<file path="config.mk">
export PLATFORM = sky130hd
export DESIGN_NAME = mc_controller
export DESIGN_NICKNAME = d
export VERILOG_FILES = /design/src/rtl/mc_controller.sv
export SDC_FILE = /design/constraint.sdc
export NUM_CORES = 1
export LEC_CHECK = 0
export BUFFER_PORTS_ARGS = -buffer_cell sky130_fd_sc_hd__buf_2
export CORE_AREA = 2 2 39 41
export DETAILED_ROUTE_END_ITERATION = 8
export DIE_AREA = 0 0 41 43
export PLACE_DENSITY = 0.67
export SLEW_MARGIN = 20
export SYNTH_ARGS = -nofsm -noshare
export SYNTH_HDL_FRONTEND = slang
export SYNTH_SLANG_ARGS = --single-unit
</file>
<file path="constraint.sdc">
create_clock -name clk_i -period 1.6 [get_ports clk_i]
set_input_delay 0.48 -clock clk_i [delete_from_list [all_inputs] [get_ports clk_i]]
set_output_delay 0.48 -clock clk_i [all_outputs]
set_load 0.1 [all_outputs]
</file>
<file path="src/rtl/mc_controller.sv">
// Multi-cycle MIPS-style control FSM: Moore state decode drives datapath selects/enables.
// Memory states optionally stall on mem_ready_i; op is latched only via state transitions.
module mc_controller #(
  parameter bit EN_ADDI  = 1'b1,
  parameter bit EN_J     = 1'b1,
  parameter bit EN_BNE   = 1'b0,
  parameter bit MEM_WAIT = 1'b0
) (
  input  logic       clk_i,
  input  logic       reset_i,
  input  logic [5:0] op_i6,
  input  logic       zero_i,
  input  logic       mem_ready_i,
  output logic       iord_o,
  output logic       enable_wmem_o,
  output logic       ir_write_o,
  output logic       reg_dst_rtrd_o,
  output logic       mem_to_reg_o,
  output logic       enable_wreg_o,
  output logic       alu_src_a_o,
  output logic [1:0] alu_src_b_o2,
  output logic [1:0] alu_alt_ctrl_o2,
  output logic [1:0] pc_src_o2,
  output logic       pc_en_o,
  output logic       illegal_o,
  output logic [3:0] state_o4
);

  typedef enum logic [3:0] {
    S_FETCH   = 4'd0,
    S_DECODE  = 4'd1,
    S_MEMADR  = 4'd2,
    S_MEMRD   = 4'd3,
    S_MEMWB   = 4'd4,
    S_MEMWR   = 4'd5,
    S_EXECUTE = 4'd6,
    S_ALUWB   = 4'd7,
    S_BRANCH  = 4'd8,
    S_ADDIEX  = 4'd9,
    S_ADDIWB  = 4'd10,
    S_JUMP    = 4'd11
  } state_e;

  localparam logic [5:0] OP_LW   = 6'b100011;
  localparam logic [5:0] OP_SW   = 6'b101011;
  localparam logic [5:0] OP_RTYP = 6'b000000;
  localparam logic [5:0] OP_BEQ  = 6'b000100;
  localparam logic [5:0] OP_BNE  = 6'b000101;
  localparam logic [5:0] OP_ADDI = 6'b001000;
  localparam logic [5:0] OP_J    = 6'b000010;

  state_e state_q, state_d;
  // Remembers BEQ vs BNE so BRANCH never has to look at op_i6 again.
  logic   bne_q, bne_d;
  logic   rdy;

  assign rdy      = MEM_WAIT ? mem_ready_i : 1'b1;
  assign state_o4 = state_q;

  always_ff @(posedge clk_i) begin
    if (reset_i) begin
      state_q <= S_FETCH;
      bne_q   <= 1'b0;
    end else begin
      state_q <= state_d;
      bne_q   <= bne_d;
    end
  end

  always_comb begin
    state_d         = S_FETCH;
    bne_d           = bne_q;
    iord_o          = 1'b0;
    enable_wmem_o   = 1'b0;
    ir_write_o      = 1'b0;
    reg_dst_rtrd_o  = 1'b0;
    mem_to_reg_o    = 1'b0;
    enable_wreg_o   = 1'b0;
    alu_src_a_o     = 1'b0;
    alu_src_b_o2    = 2'b00;
    alu_alt_ctrl_o2 = 2'b00;
    pc_src_o2       = 2'b00;
    pc_en_o         = 1'b0;
    illegal_o       = 1'b0;
    case (state_q)
      S_FETCH: begin
        alu_src_b_o2 = 2'b01;
        ir_write_o   = rdy;
        pc_en_o      = rdy;
        state_d      = rdy ? S_DECODE : S_FETCH;
      end
      S_DECODE: begin
        alu_src_b_o2 = 2'b11;
        bne_d        = 1'b0;
        case (op_i6)
          OP_LW, OP_SW: state_d = S_MEMADR;
          OP_RTYP:      state_d = S_EXECUTE;
          OP_BEQ:       state_d = S_BRANCH;
          OP_BNE: begin
            if (EN_BNE) begin
              state_d = S_BRANCH;
              bne_d   = 1'b1;
            end else begin
              illegal_o = 1'b1;
            end
          end
          OP_ADDI: begin
            if (EN_ADDI) state_d = S_ADDIEX;
            else         illegal_o = 1'b1;
          end
          OP_J: begin
            if (EN_J) state_d = S_JUMP;
            else      illegal_o = 1'b1;
          end
          default: illegal_o = 1'b1;
        endcase
      end
      S_MEMADR: begin
        alu_src_a_o  = 1'b1;
        alu_src_b_o2 = 2'b10;
        state_d      = (op_i6 == OP_LW) ? S_MEMRD : S_MEMWR;
      end
      S_MEMRD: begin
        iord_o  = 1'b1;
        state_d = rdy ? S_MEMWB : S_MEMRD;
      end
      S_MEMWB: begin
        mem_to_reg_o  = 1'b1;
        enable_wreg_o = 1'b1;
      end
      S_MEMWR: begin
        iord_o        = 1'b1;
        enable_wmem_o = 1'b1;
        state_d       = rdy ? S_FETCH : S_MEMWR;
      end
      S_EXECUTE: begin
        alu_src_a_o     = 1'b1;
        alu_alt_ctrl_o2 = 2'b10;
        state_d         = S_ALUWB;
      end
      S_ALUWB: begin
        reg_dst_rtrd_o = 1'b1;
        enable_wreg_o  = 1'b1;
      end
      S_BRANCH: begin
        alu_src_a_o     = 1'b1;
        alu_alt_ctrl_o2 = 2'b01;
        pc_src_o2       = 2'b01;
        pc_en_o         = bne_q ? ~zero_i : zero_i;
      end
      S_ADDIEX: begin
        alu_src_a_o  = 1'b1;
        alu_src_b_o2 = 2'b10;
        state_d      = S_ADDIWB;
      end
      S_ADDIWB: begin
        enable_wreg_o = 1'b1;
      end
      S_JUMP: begin
        pc_src_o2 = 2'b10;
        pc_en_o   = 1'b1;
      end
      default: state_d = S_FETCH;
    endcase
  end

endmodule

</file>
==> results of run 1 <==
stage by stage:
stage | instances | instance area [um2]
after floorplan | 68 | 691.9
after global placement | 132 | 1270
after detailed placement | 132 | 1270
cell families after synthesis:
group	share of synthesized area
and+or+nand+nor	0.4212
xor gates and xnor gates	0.08022
buffers and inverters	0.06014
DFF	0.1834
AOI/OAI and AO/OA	0.2550
==> flow_summary.toml, run 1 <==
[logic_synthesis]
syn_inst = 68
synth_edf_count = 0
yosysMostFrequentCell = "nor2_1"
yosysWarnings = 0
synth-seq-area-share = 0.1834
synth.avg_cell_area_um2 = 6.422
ys_async_sr_fraction = 0
ys.flop_type = "dfxtp_1"
synth_area_leaders = "dfxtp_1, nor2_1, xor2_1, a21oi_1, nor3_1"
ys_seq_elements = 4
syn_nets = 78
synth.top_cell.area_share = 0.1834
synth_top_area_cell = "dfxtp_1"
synth_cell_types = 27
synth_common_cells = "nor2_1, a21oi_1, nand2_1, nor3_1"
netlist_area_um2 = 436.7

[placement]
gp_congestion = 0.9643
portBuffers = 27
dp_slack_ns = -0.4419
hpwl_mm = 1.730

[clock_network]
clock_sinks = 4
clockRootBuffer = "clkbuf_4"
cts_buffers = 3
h-tree-depth = 1
clock_path_buffers = 2
cts_setup_buffers = 9
cts_hold_buf = 0
post_cts_resized = 34

[status]
haltStage = "clock tree synthesis (4_1_cts)"
firstError = "[ERROR DPL-0038] Utilization greater than 100%, impossible to legalize"
status = "aborted with a tool error"

[die]
chipWidth_um = 41
row_count = 14
die_height_um = 43
start_util = 0.3156
io_pins = 29
==> run 2, diff against run 1 <==
Settings changed: CORE_AREA 2 2 39 41 to 2 2 63 65, DIE_AREA 0 0 41 43 to 0 0 65 67, PLACE_DENSITY 0.67 to not set, PLACE_DENSITY_LB_ADDON set to 0.15.
Clock period 1.6 ns to 2.1 ns, I/O delays scaled along.
==> flow_summary.toml, run 2 <==
[placement]
gp_congestion = 0.8542
portBuffers = 27
hpwl_mm = 1.382
dp_slack_ns = -0.2097

[setup_path]
cp_top_family = "simple AND/OR/NAND/NOR gates"
max_stage_delay_ns = 0.32
crit_chain = "buf_8, nor4_4, nor2b_1, o311a_4, buf_12"
startpoint = "op_i6[0]"
cp_num_buf_inv = 2
critPathArrivalTime_ns = 1.59
worstSetupPathType = "input pin to output port"
crit_path_max_fanout = 3
critPathSlowestCell = "o311a_4"
required_ns = 1.47
r2r_start = "state_o4[1]$_SDFF_PP0_"
start_kind = "input pin"
cp-end-kind = "output port"

[power]
p_clk_frac = 0.334
irDropWorstVdd_uv = 189.6
combinationalPowerShare = 0.486
switchingPower_uw = 188.4
internal_power_uw = 285.1
seqPwrFrac = 0.181
power_uw = 473.6
p_sw_frac = 0.3979
p_leak_uw = 0.0004513
power_per_cell_area_nw_per_um2 = 396.3

[timing]
grt_setup_unrepaired = "yes"
min_period_ns = 2.221
finalSetupViolations = 1
fmax_mhz = 450.2
hold_violations = 0
finalCritPeriodShare = 1.058
fin_worst_skew_ns = 0.002297
tns_ns = -0.1215
slew_violations = 0
worstMarginPinSlew_ns = 0.4861
hold_slack_ns = 0.5570
worst_slack_ns = -0.1215
relSlewSlack = 0.6781

[grt]
grt_max_degree = 17
antenna_found_initial = 0
grt_pass1_wl_mm = 3.049
globalRouteOverflowTotal = 0
grt_pass1_vias = 655
gr-usage-all-layers = 0.09373

[clock_network]
cts_buffers = 3
clockRootBuffer = "clkbuf_8"
clock_path_buffers = 2
cts.clk_slew.worst_paths_ns = 0.03
h-tree-depth = 1
clock_sinks = 4
clk_latency_ns = 0.21
cts_tree = "yes"

[logic_synthesis]
yosysMostFrequentCell = "nor2_1"
syn_nets = 78
synth_edf_count = 0
syn_inst = 68
synth_top_area_cell = "dfxtp_1"
yosysWarnings = 0
netlist_area_um2 = 436.7
synth_cell_types = 27
synth_area_leaders = "dfxtp_1, nor2_1, xor2_1, a21oi_1, nor3_1"
ys_async_sr_fraction = 0
ys_seq_elements = 4
ys.flop_type = "dfxtp_1"
synth-seq-area-share = 0.1834
synth.top_cell.area_share = 0.1834
synth.avg_cell_area_um2 = 6.422
synth_common_cells = "nor2_1, a21oi_1, nand2_1, nor3_1"

[drt]
viasPerCell = 4.097
first_pass_iters = 4
drt_iter0_markers = 15
drt_wl_total_mm = 1.811
drt-wirelength-per-cell_um = 11.68
via_count = 635
ant_nets = 0
drc_errors = 0

[final_layout]
area_growth_pct = 173.6
final_cell_mix = "buf_12, buf_4, buf_2"
postLayoutCoreUtil = 0.3314
diodes = 0
final_common_cell = "buf_12"
drive_gt1_frac = 0.6355
largest_reg_flops = 4
nFillCells = 369
nets = 119

[status]
status = "complete, but fails checks"
violations = "negative setup slack"

[worst_hold_path]
min_from = "state_o4[0]$_SDFF_PP0_"
hold_path_class = "register to register"

[die]
coreArea_um2 = 3606
chipWidth_um = 65
die_height_um = 67
row_count = 22
dieArea_um2 = 4355
start_util = 0.1211
io_pins = 29

[flow_run]
cap_violations = 0
## run 2: cell counts after synthesis
No cell type changed its count.
## run 2: cell type report
type                       instances  area (um2)  area share
inverter                           2       10.01    0.008377
tap                               48       60.06     0.05026
multi-input combinational         58       510.5      0.4272
timing repair buffer              40       478.0      0.4000
sequential                         4       95.09     0.07958
clock buffer                       3       41.29     0.03455
## run 2: power by group through the flow
stage          clock, uW  combinational, uW  sequential [uW]
2_1_floorplan          0                136             98.5
3_3_place_gp           0                223             86.8
3_5_place_dp           0                225             86.9
4_1_cts              164                230             85.9
5_1_grt              169                240             87.3
6_report             158                230             85.5
## run 2: logic make-up (layout without fill, tap and decap cells)
family                    count (synthesis)  in the layout  synth area share
and+or+nand+nor                          36             36            0.4212
AOI/OAI and AO/OA                        18             18            0.2550
buffers and inverters                     6             45           0.06014
xor gates and xnor gates                  4              4           0.08022
DFF                                       4              4            0.1834
## run 2: through the flow
stage / instance area (um2) / cells
finish: 1195 / 155
global route: 1195 / 155
CTS: 1184 / 154
detailed placement: 1111 / 149
global placement: 1111 / 149
floorplan: 686.9 / 68
## run 2: final timing paths
path | to | slack, ns | depth (start not counted)
max | illegal_o | -0.12 | 5
min | state_o4[3]$_SDFF_PP0_ | 0.56 | 2
max reg2reg | state_o4[2]$_SDFF_PP0_ | 0.63 | 4
min reg2reg | state_o4[3]$_SDFF_PP0_ | 0.56 | 2
## run 2: per-layer routing
metal	global-route usage	vias to the layer above	part of all wire
met1	0.1071	275	0.44
met3	0.01014	6	0.052
li1	-	329	-
met4	0.07181	0	0.034
met5	0	-	0
met2	0.1598	25	0.48
## run 2: timing repair
action	in CTS	in global routing
endpoints found under the setup margin	1	1
gates resized for setup	5	1
pin swaps	2	1
buffers inserted	2	1
hold buffers	0	0
gates cloned	0	0
## run 2: worst min-delay path: stages (launching register included)
cell and delay, ns:
dfxtp_4 0.38, nand2_1 0.07, a211oi_1 0.05
(Power assumes the default switching activity.)
